## src/rtl/control_sequencer_pkg.sv

```systemverilog
// Shared constants for the basic-computer control sequencer:
// opcodes, register-reference bit indices, bus and ALU select codes.
package control_sequencer_pkg;

  localparam int WORD_W = 16;
  localparam int SC_W   = 4;

  typedef enum logic [2:0] {
    OP_AND = 3'd0,
    OP_ADD = 3'd1,
    OP_LDA = 3'd2,
    OP_STA = 3'd3,
    OP_BUN = 3'd4,
    OP_BSA = 3'd5,
    OP_ISZ = 3'd6,
    OP_REG = 3'd7
  } opcode_e;

  localparam int B_CLA = 11;
  localparam int B_CLE = 10;
  localparam int B_CMA = 9;
  localparam int B_CME = 8;
  localparam int B_CIR = 7;
  localparam int B_CIL = 6;
  localparam int B_INC = 5;
  localparam int B_SPA = 4;
  localparam int B_SNA = 3;
  localparam int B_SZA = 2;
  localparam int B_SZE = 1;
  localparam int B_HLT = 0;

  typedef enum logic [2:0] {
    BUS_NONE = 3'd0,
    BUS_AR   = 3'd1,
    BUS_PC   = 3'd2,
    BUS_DR   = 3'd3,
    BUS_AC   = 3'd4,
    BUS_IR   = 3'd5,
    BUS_MEM  = 3'd7
  } bus_e;

  typedef enum logic [2:0] {
    ALU_PASS = 3'd0,
    ALU_AND  = 3'd1,
    ALU_ADD  = 3'd2,
    ALU_CMA  = 3'd3,
    ALU_SHR  = 3'd4,
    ALU_SHL  = 3'd5
  } alu_e;

  // Opcodes that fetch their operand into DR at T4.
  function automatic logic reads_operand(opcode_e op);
    return op inside {OP_AND, OP_ADD, OP_LDA, OP_ISZ};
  endfunction

endpackage

```

## src/rtl/control_sequencer_sequence_counter.sv

```systemverilog
// Timing-step counter SC: clr has priority over inc.
// Ports: clk, rst_n (async low), i_clr, i_inc, o_cnt.
module sequence_counter
  import control_sequencer_pkg::*;
(
  input  logic            clk,
  input  logic            rst_n,
  input  logic            i_clr,
  input  logic            i_inc,
  output logic [SC_W-1:0] o_cnt
);

  logic [SC_W-1:0] r_cnt;

  always_ff @(posedge clk or negedge rst_n) begin
    if (!rst_n) begin
      r_cnt <= '0;
    end else if (i_clr) begin
      r_cnt <= '0;
    end else if (i_inc) begin
      r_cnt <= r_cnt + 1'b1;
    end
  end

  assign o_cnt = r_cnt;

endmodule

```

## src/rtl/control_sequencer.sv

```systemverilog
// Hardwired control unit: steps SC through T0..T6, decodes IR,
// drives bus select, memory, register, AC, E and ALU strobes.
module control_sequencer
  import control_sequencer_pkg::*;
(
  input  logic              clk,
  input  logic              reset_n,
  input  logic              start,
  input  logic [WORD_W-1:0] ir,
  input  logic              ac_sign,
  input  logic              ac_zero,
  input  logic              e_flag,
  input  logic              dr_zero,
  output logic              running,
  output logic [SC_W-1:0]   sc,
  output logic [2:0]        bus_sel,
  output logic              mem_read,
  output logic              mem_write,
  output logic              ar_load,
  output logic              ar_inc,
  output logic              pc_load,
  output logic              pc_inc,
  output logic              dr_load,
  output logic              dr_inc,
  output logic              ir_load,
  output logic              ac_clr,
  output logic              ac_load,
  output logic              ac_inc,
  output logic [2:0]        alu_op,
  output logic              e_clr,
  output logic              e_cmp,
  output logic              e_load
);

  logic            r_running;
  logic            w_run_nxt;
  logic            w_sc_clr;
  logic            w_sc_inc;
  logic [SC_W-1:0] w_sc;
  opcode_e         w_op;
  logic            w_ind;
  logic            w_t0, w_t1, w_t2, w_t3;
  logic            w_t4, w_t5, w_t6;
  logic            w_mref3;
  logic            w_rr;
  logic            w_io;

  assign w_op  = opcode_e'(ir[14:12]);
  assign w_ind = ir[15];

  // Step decodes are qualified by running so halt forces all strobes low.
  assign w_t0 = r_running && (w_sc == 4'd0);
  assign w_t1 = r_running && (w_sc == 4'd1);
  assign w_t2 = r_running && (w_sc == 4'd2);
  assign w_t3 = r_running && (w_sc == 4'd3);
  assign w_t4 = r_running && (w_sc == 4'd4);
  assign w_t5 = r_running && (w_sc == 4'd5);
  assign w_t6 = r_running && (w_sc == 4'd6);

  assign w_mref3 = w_t3 && (w_op != OP_REG);
  assign w_rr    = w_t3 && (w_op == OP_REG) && !w_ind;
  assign w_io    = w_t3 && (w_op == OP_REG) && w_ind;

  sequence_counter u_sc (
    .clk   (clk),
    .rst_n (reset_n),
    .i_clr (w_sc_clr),
    .i_inc (w_sc_inc),
    .o_cnt (w_sc)
  );

  always_ff @(posedge clk or negedge reset_n) begin
    if (!reset_n) begin
      r_running <= 1'b0;
    end else begin
      r_running <= w_run_nxt;
    end
  end

  always_comb begin
    w_run_nxt = r_running;
    w_sc_clr  = 1'b0;
    w_sc_inc  = 1'b0;
    if (!r_running) begin
      w_run_nxt = start;
      w_sc_clr  = 1'b1;
    end else begin
      w_sc_inc = 1'b1;
      if (w_rr && ir[B_HLT]) begin
        w_run_nxt = 1'b0;
      end
      unique case (1'b1)
        w_rr, w_io: w_sc_clr = 1'b1;
        w_t4: w_sc_clr = (w_op == OP_STA) ||
                         (w_op == OP_BUN);
        w_t5: w_sc_clr = w_op inside
                {OP_AND, OP_ADD, OP_LDA, OP_BSA};
        w_t6: w_sc_clr = 1'b1;
        // Recovers from any step beyond T6.
        default: w_sc_clr = (w_sc > 4'd6);
      endcase
    end
  end

  always_comb begin
    bus_sel   = BUS_NONE;
    mem_read  = 1'b0;
    mem_write = 1'b0;
    ar_load   = 1'b0;
    ar_inc    = 1'b0;
    pc_load   = 1'b0;
    pc_inc    = 1'b0;
    dr_load   = 1'b0;
    dr_inc    = 1'b0;
    ir_load   = 1'b0;
    ac_clr    = 1'b0;
    ac_load   = 1'b0;
    ac_inc    = 1'b0;
    alu_op    = ALU_PASS;
    e_clr     = 1'b0;
    e_cmp     = 1'b0;
    e_load    = 1'b0;
    unique case (1'b1)
      w_t0: begin
        bus_sel = BUS_PC;
        ar_load = 1'b1;
      end
      w_t1: begin
        bus_sel  = BUS_MEM;
        mem_read = 1'b1;
        ir_load  = 1'b1;
        pc_inc   = 1'b1;
      end
      w_t2: begin
        bus_sel = BUS_IR;
        ar_load = 1'b1;
      end
      w_mref3: begin
        if (w_ind) begin
          bus_sel  = BUS_MEM;
          mem_read = 1'b1;
          ar_load  = 1'b1;
        end
      end
      w_rr: begin
        ac_clr  = ir[B_CLA];
        e_clr   = ir[B_CLE];
        e_cmp   = ir[B_CME];
        ac_inc  = ir[B_INC];
        ac_load = ir[B_CMA] | ir[B_CIR] | ir[B_CIL];
        e_load  = ir[B_CIR] | ir[B_CIL];
        if (ir[B_CMA]) begin
          alu_op = ALU_CMA;
        end else if (ir[B_CIR]) begin
          alu_op = ALU_SHR;
        end else if (ir[B_CIL]) begin
          alu_op = ALU_SHL;
        end
        pc_inc = (ir[B_SPA] & !ac_sign) |
                 (ir[B_SNA] &  ac_sign) |
                 (ir[B_SZA] &  ac_zero) |
                 (ir[B_SZE] & !e_flag);
      end
      w_t4: begin
        if (reads_operand(w_op)) begin
          bus_sel  = BUS_MEM;
          mem_read = 1'b1;
          dr_load  = 1'b1;
        end else begin
          case (w_op)
            OP_STA: begin
              bus_sel   = BUS_AC;
              mem_write = 1'b1;
            end
            OP_BUN: begin
              bus_sel = BUS_AR;
              pc_load = 1'b1;
            end
            OP_BSA: begin
              bus_sel   = BUS_PC;
              mem_write = 1'b1;
              ar_inc    = 1'b1;
            end
            default: ;
          endcase
        end
      end
      w_t5: begin
        case (w_op)
          OP_AND: begin
            ac_load = 1'b1;
            alu_op  = ALU_AND;
          end
          OP_ADD: begin
            ac_load = 1'b1;
            e_load  = 1'b1;
            alu_op  = ALU_ADD;
          end
          OP_LDA: begin
            ac_load = 1'b1;
            alu_op  = ALU_PASS;
          end
          OP_BSA: begin
            bus_sel = BUS_AR;
            pc_load = 1'b1;
          end
          OP_ISZ: dr_inc = 1'b1;
          default: ;
        endcase
      end
      w_t6: begin
        bus_sel   = BUS_DR;
        mem_write = 1'b1;
        pc_inc    = dr_zero;
      end
      default: ;
    endcase
  end

  assign running = r_running;
  assign sc      = w_sc;

endmodule

```

## config.mk

```make
export PLATFORM = sky130hd
export DESIGN_NAME = control_sequencer
export DESIGN_NICKNAME = d
export VERILOG_FILES = /design/src/rtl/control_sequencer_pkg.sv /design/src/rtl/control_sequencer_sequence_counter.sv /design/src/rtl/control_sequencer.sv
export SDC_FILE = /design/constraint.sdc
export NUM_CORES = 1
export LEC_CHECK = 0
export ABC_AREA = 1
export CAP_MARGIN = 10
export CELL_PAD_IN_SITES_DETAIL_PLACEMENT = 1
export CELL_PAD_IN_SITES_GLOBAL_PLACEMENT = 1
export CORE_MARGIN = 10
export CORE_UTILIZATION = 20
export DETAILED_ROUTE_END_ITERATION = 12
export GPL_TIMING_DRIVEN = 0
export PLACE_DENSITY = 0.71
export SYNTH_ARGS = -nofsm -noshare
export SYNTH_HDL_FRONTEND = slang
export SYNTH_SLANG_ARGS = --single-unit
```

## constraint.sdc

```tcl
create_clock -name clk -period 1.34 [get_ports clk]
set_clock_uncertainty 0.2 [all_clocks]
set_input_delay 0.201 -clock clk [delete_from_list [all_inputs] [get_ports clk]]
set_output_delay 0.201 -clock clk [all_outputs]
set_load 0.05 [all_outputs]
```

# == Yosys cells after proc, flatten, opt, wreduce, memory -nomap -nowiden ==
# Index checks and enable logic that the tools add are counted.
# op_classes
addsub,1
magnitude_cmp,1
n_eq_ne,14
mux,43
bitwise,10
n_reduce_logical,25
# ops
op,count
$mux W1,24
$pmux W3 S7,1
$mux W3,5
$eq A3 B3 Y1 const B,4
$eq A4 B3 Y1 const B,3
$logic_and A1 B1 Y1,12
$pmux W1 S2,5
$pmux W1 S3,3
$pmux W3 S3,1
$eq A4 B2 Y1 const B,2
$mux W4,2
$reduce_bool A4 Y1,2
$eq A3 B2 Y1 const B,2
$or A1 B1 Y1,6
$pmux W3 S2,1
$reduce_or A3 Y1,2
$add A4 B1 Y4 const B,1
$and A1 B1 Y1,4
$eq A4 B1 Y1 const B,1
$gt A4 B3 Y1 const B,1
$logic_not A4 Y1,1
$pmux W2 S2,1
$reduce_or A2 Y1,2
$eq A3 B1 Y1 const B,1
other kinds (5),7
# word_totals
reg_bits,5
word_cells,96

# == Logic depth before layout (Yosys ltp) ==
# logic_depth
depth_word,8
ltp_mapped,10
depth_no_buf,10

# == Hierarchy ==
# A second synthesis with hierarchy kept.
# unflattened
hier_cells,146
area_unflattened_um2,800.8
# by_module_without_submodules
mod,instances,cells_per_inst,area_per_inst_um2
control_sequencer,1,122,599.3
sequence_counter,1,24,201.4

# == Least setup slack after synthesis ==
# No wires, ideal clock.
# synth_path
kind,reg-to-output
start,"register u_sc.r_cnt[0], in the netlist u_sc.o_cnt[0]"
end,output dr_inc
arrival_time_ns,2.573
t_required_ns,0.939
path_slack_ns,-1.634
path_stages_with_launch,6
n_path_buf,0
cell_sequence,dfrtp_1 ha_1 nand2_2 inv_1 nand2_1 nor4_1
# synth_between
elab_chain_cells,3
# synth_rtl
element,line,text
start: declaration,control_sequencer_sequence_counter.sv:13,logic [SC_W-1:0] r_cnt;
start signal: assignment,control_sequencer_sequence_counter.sv:21,r_cnt <= r_cnt + 1'b1;
$eq A4 B3 Y1,control_sequencer.sv:57,assign w_t5 = r_running && (w_sc == 4'd5);
$logic_and A1 B1 Y1,control_sequencer.sv:57,
$mux W1,control_sequencer.sv:123,unique case (1'b1)
end: declaration,control_sequencer.sv:24,"output logic dr_inc,"
# Every way passes these cells.

# == Worst setup path after layout ==
# layout_path
start,"register u_sc.r_cnt[0], in the netlist u_sc.o_cnt[0]"
end,output bus_sel[0]
# layout_between
elab_chain_cells,4
elab_cells_between_ends,16
classes_between,6 x eq/ne; 1 x mux; 9 x reduce/logical
# layout_rtl
element,line,text
$eq A4 B2 Y1,control_sequencer.sv:55,assign w_t3 = r_running && (w_sc == 4'd3);
$logic_and A1 B1 Y1,control_sequencer.sv:55,
$logic_and A1 B1 Y1,control_sequencer.sv:60,assign w_mref3 = w_t3 && (w_op != OP_REG);
$pmux W3 S7 (*),control_sequencer.sv:123,
end: declaration,control_sequencer.sv:16,"output logic [2:0] bus_sel,"
# Every way passes the cells marked *; elsewhere a longest branch is shown, timed or not.

==> impl_summary.txt <==
----------------------------------------------------
[Logic synthesis]
  Top cell type by total area after synthesis ... dfrtp_1
  Synth Instances ... 125
  Post-synthesis net count ... 152
  Sequential-to-total area share from yosys stat ... 0.166
  Synth unique cells ... 25
  Area of the mapped netlist ... 756 sq um
  FF+latch count, synth ... 5
  Cell types occupying the most area after synthesis ... dfrtp_1, nand2_1, nand3_1
  Warning count from the yosys run ... 0
  Synthesized area per cell ... 6.05 sq um
  Top-area cell type share of the netlist area ... 0.166

[Critical path]
  Most frequent CP cell ... nand2_2
  Critical path data required time ... 940 ps
  Classification of the worst setup path ... register to output port
  Critical path's slowest cell ... dfrtp_2
  R2R depth ... 10
  Worst reg2reg endpoint ... u_sc.o_cnt[0]$_DFFE_PN0P_
  Worst path top cell family by delay ... flip-flops
  Launch point of the worst reg-to-reg path ... u_sc.o_cnt[0]$_DFFE_PN0P_
  Register-to-register path setup slack ... -380 ps
  Maximum fanout encountered on the critical timing path ... 6
  Setup crit end kind ... output port
  WP data arrival ... 1670 ps
  Crit path buffers/inverters ... 3
  Launching element type of the critical path ... register
  List of cells traversed by the critical path ... inv_2 > ha_4 > nand2_2 > nor2_4 > inv_4 > o21ai_4 > nor2_1 > nand2_2 > buf_8
  Crit path largest cell delay ... 480 ps

[Placed design]
  Cell total after placement ... 221
  Worst slack after detailed placement ... -1490 ps
  Count of input and output buffers ... 48
  Final weighted congestion in routability-driven placement ... 0.807
  DP Wirelength ... 2710 um

[Global route]
  Pin count of the biggest net entering global routing ... 11
  GRT Util Overall ... 0.0962
  Via count of the first global-routing pass ... 1149
  Global-route wire length before repair ... 5300 um
  Total congestion overflow after global routing ... 0
  Initial antenna violation count ... 0

[Floorplan]
  Die extent in x ... 81.5 um
  Die Outline Area ... 0.00664 sq mm
  Top-Level Pins ... 49
  Die H ... 81.5 um
  Area of the core ... 0.00366 sq mm
  # rows ... 22
  Initial core utilization ... 0.206

[Routing]
  Number of design rule violations left after detail routing ... 0
  WL per Instance ... 14.7 um
  First DRT Iteration DRCs ... 4
  Wire length reported by the detailed router ... 3510 um
  Number of nets with antenna violations after routing ... 0
  Vias ... 1058
  Via density ... 4.43
  1st-pass router iterations ... 4

[Power]
  Switching portion of total power ... 0.565
  Pwr dens ... 2190 mW/mm^2
  Overall power after layout ... 4.02 mW
  LEAKAGE ... 0.841 nW
  Proportion of power drawn by flip-flops and latches ... 0.084
  Clock network fraction of total power ... 0.069
  Share of total power in combinational logic ... 0.847
  Cell internal power dissipation ... 1.75 mW
  Max rail drop VDD ... 1.51 mV
  Switching component of the power ... 2.27 mW

[Timing]
  Least-Margin Pin Slew ... 371 ps
  Minimum clock period after layout ... 2070 ps
  Minimum setup slack in the final design ... -732 ps
  Unrepaired setup endpoints after global routing ... yes
  Ratio of final minimum period to clock period ... 1.55
  Slew Viols, Final ... 0
  Final Hold Viols ... 0
  Maximum clock frequency ... 483 MHz
  Number of failing setup endpoints in the final timing report ... 28
  Relative slew slack ... 0.752

[Clock network]
  Later-pin clock latency in the skew report ... 220 ps
  Maximum number of buffers from clock root to sink ... 2
  Clock tree from TritonCTS ... done
  H-tree lvl count ... 1
  Clock edge transition at the registers on the reported setup and hold paths ... 40 ps
  Number of clock buffers inserted by TritonCTS ... 3
  Clock tree root driver cell ... clkbuf_8
  Hold Buf Count CTS ... 0
  Total number of clock tree sinks ... 5

[Cells and area]
  Number of antenna repair diodes ... 0
  Number of nets in the finished design ... 219
  Most common cell after layout, fill and taps aside ... clkdlybuf4s50_1
  Most frequent cells in the layout ... clkdlybuf4s50_1, buf_6, buf_4
  Area growth from synthesis to layout ... 142%
  Count of placed standard cells in the final layout, fillers left out ... 239
  Fraction of final layout cells sized beyond drive strength 1 ... 0.597

[Job]
  Max-capacitance violation count ... 0

[Status]
  Run status ... finished, violations left
  Failing checks ... setup timing

[Worst hold path]
  Class of the worst hold path ... input port to asynchronous set/reset pin

----------------------------------------------------
## power groups by stage
stage,sequential [mW],combinational [mW],clock [mW]
2_1_floorplan,0.473,1.74,0
6_report,0.336,3.40,0.277
5_1_grt,0.346,3.62,0.294
3_5_place_dp,0.308,2.73,0
4_1_cts,0.316,3.17,0.284
3_3_place_gp,0.300,2.69,0
## stage by stage
| stage | cell area, sq um | hold WS, ps | TNS, ps | utilization |
|---|---|---|---|---|
| finish | 1830 | 5.48 | -15880 | 0.500 |
| detailed placement | 1480 | 237 | -32080 | 0.404 |
| CTS | 1720 | 5.37 | -15170 | 0.470 |
| global placement | 1480 | 231 | -31210 | 0.404 |
| floorplan | 937 | -295 | -14000 | - |
| global route | 1830 | 13.7 | -17920 | 0.500 |
## registers in the layout, summed over array words and instances (netlist names)
register / count
running: 1
u_sc.o_cnt: 4
## cells in the mapped netlist
library cell,count
nand2_1,23
inv_1,17
nand3_1,17
nor2_1,17
nand2_2,7
inv_2,6
dfrtp_1,5
o21ai_0,5
ha_1,4
o21ai_1,4
nor2_2,3
buf_4,2
nand4_1,2
nor2_4,2
a21oi_2,1
nand2_4,1
nor2_8,1
nor3_1,1
nor3_2,1
nor4_1,1
o211ai_1,1
o21ai_2,1
or2_2,1
xnor2_1,1
xor2_1,1
## repair_timing
item / 4_1_cts / 5_1_grt
setup buffers: 11 / 3
setup endpoints to repair: 31 / 30
resized for setup: 206 / 22
pin swaps: 9 / 11
## how the worst max path moves through the flow
| stage | slack, ps | depth (start not counted) | from | to |
|---|---|---|---|---|
| after floorplan | -910 | 8 | u_sc.o_cnt[1]$_DFFE_PN0P_ | bus_sel[1] |
| after global placement | -1460 | 7 | ir[14] | bus_sel[2] |
| after detailed placement | -1490 | 8 | ir[12] | alu_op[2] |
| after CTS | -730 | 8 | u_sc.o_cnt[0]$_DFFE_PN0P_ | alu_op[2] |
| after global routing | -820 | 9 | u_sc.o_cnt[0]$_DFFE_PN0P_ | bus_sel[1] |
| final | -730 | 9 | u_sc.o_cnt[0]$_DFFE_PN0P_ | bus_sel[0] |
## layout make-up
type                            count  area, sq um
Tap cell                           48         60.1
Clock buffer                        4         45.0
Fill cell                         433         1830
Buffer                              2         18.8
Timing Repair Buffer               62          646
Inverter                           23          105
Multi-Input combinational cell     95          825
Sequential cell                     5          131
## logic make-up (layout without fill, tap and decap cells)
| group | count (synthesis) | after routing | share of synthesized area |
|---|---|---|---|
| AO/OA/AOI/OAI | 12 | 12 | 0.0927 |
| AND/OR/NAND/NOR | 77 | 77 | 0.518 |
| XOR/XNOR | 2 | 2 | 0.0232 |
| flip-flops | 5 | 5 | 0.166 |
| adder cells (fa/ha/maj) | 4 | 4 | 0.0662 |
| buffers and inverters | 25 | 91 | 0.134 |
## layer usage
metal  GRT usage  up-vias  part of all wire
li1            -      528                 -
met1       0.109      504              0.38
met2       0.182       24              0.56
met3      0.0197        2             0.060
met4      0.0156        0            0.0048
met5           0        -                 0
## worst reg2reg max path: cells and delay by family, from the launching register on
kind	cells	cell delay [ps]
fa+ha+maj	1	180
flops	1	470
simple gates	7	480
buf+inv	2	270
Note: power is estimated with default switching activity, not from simulation.
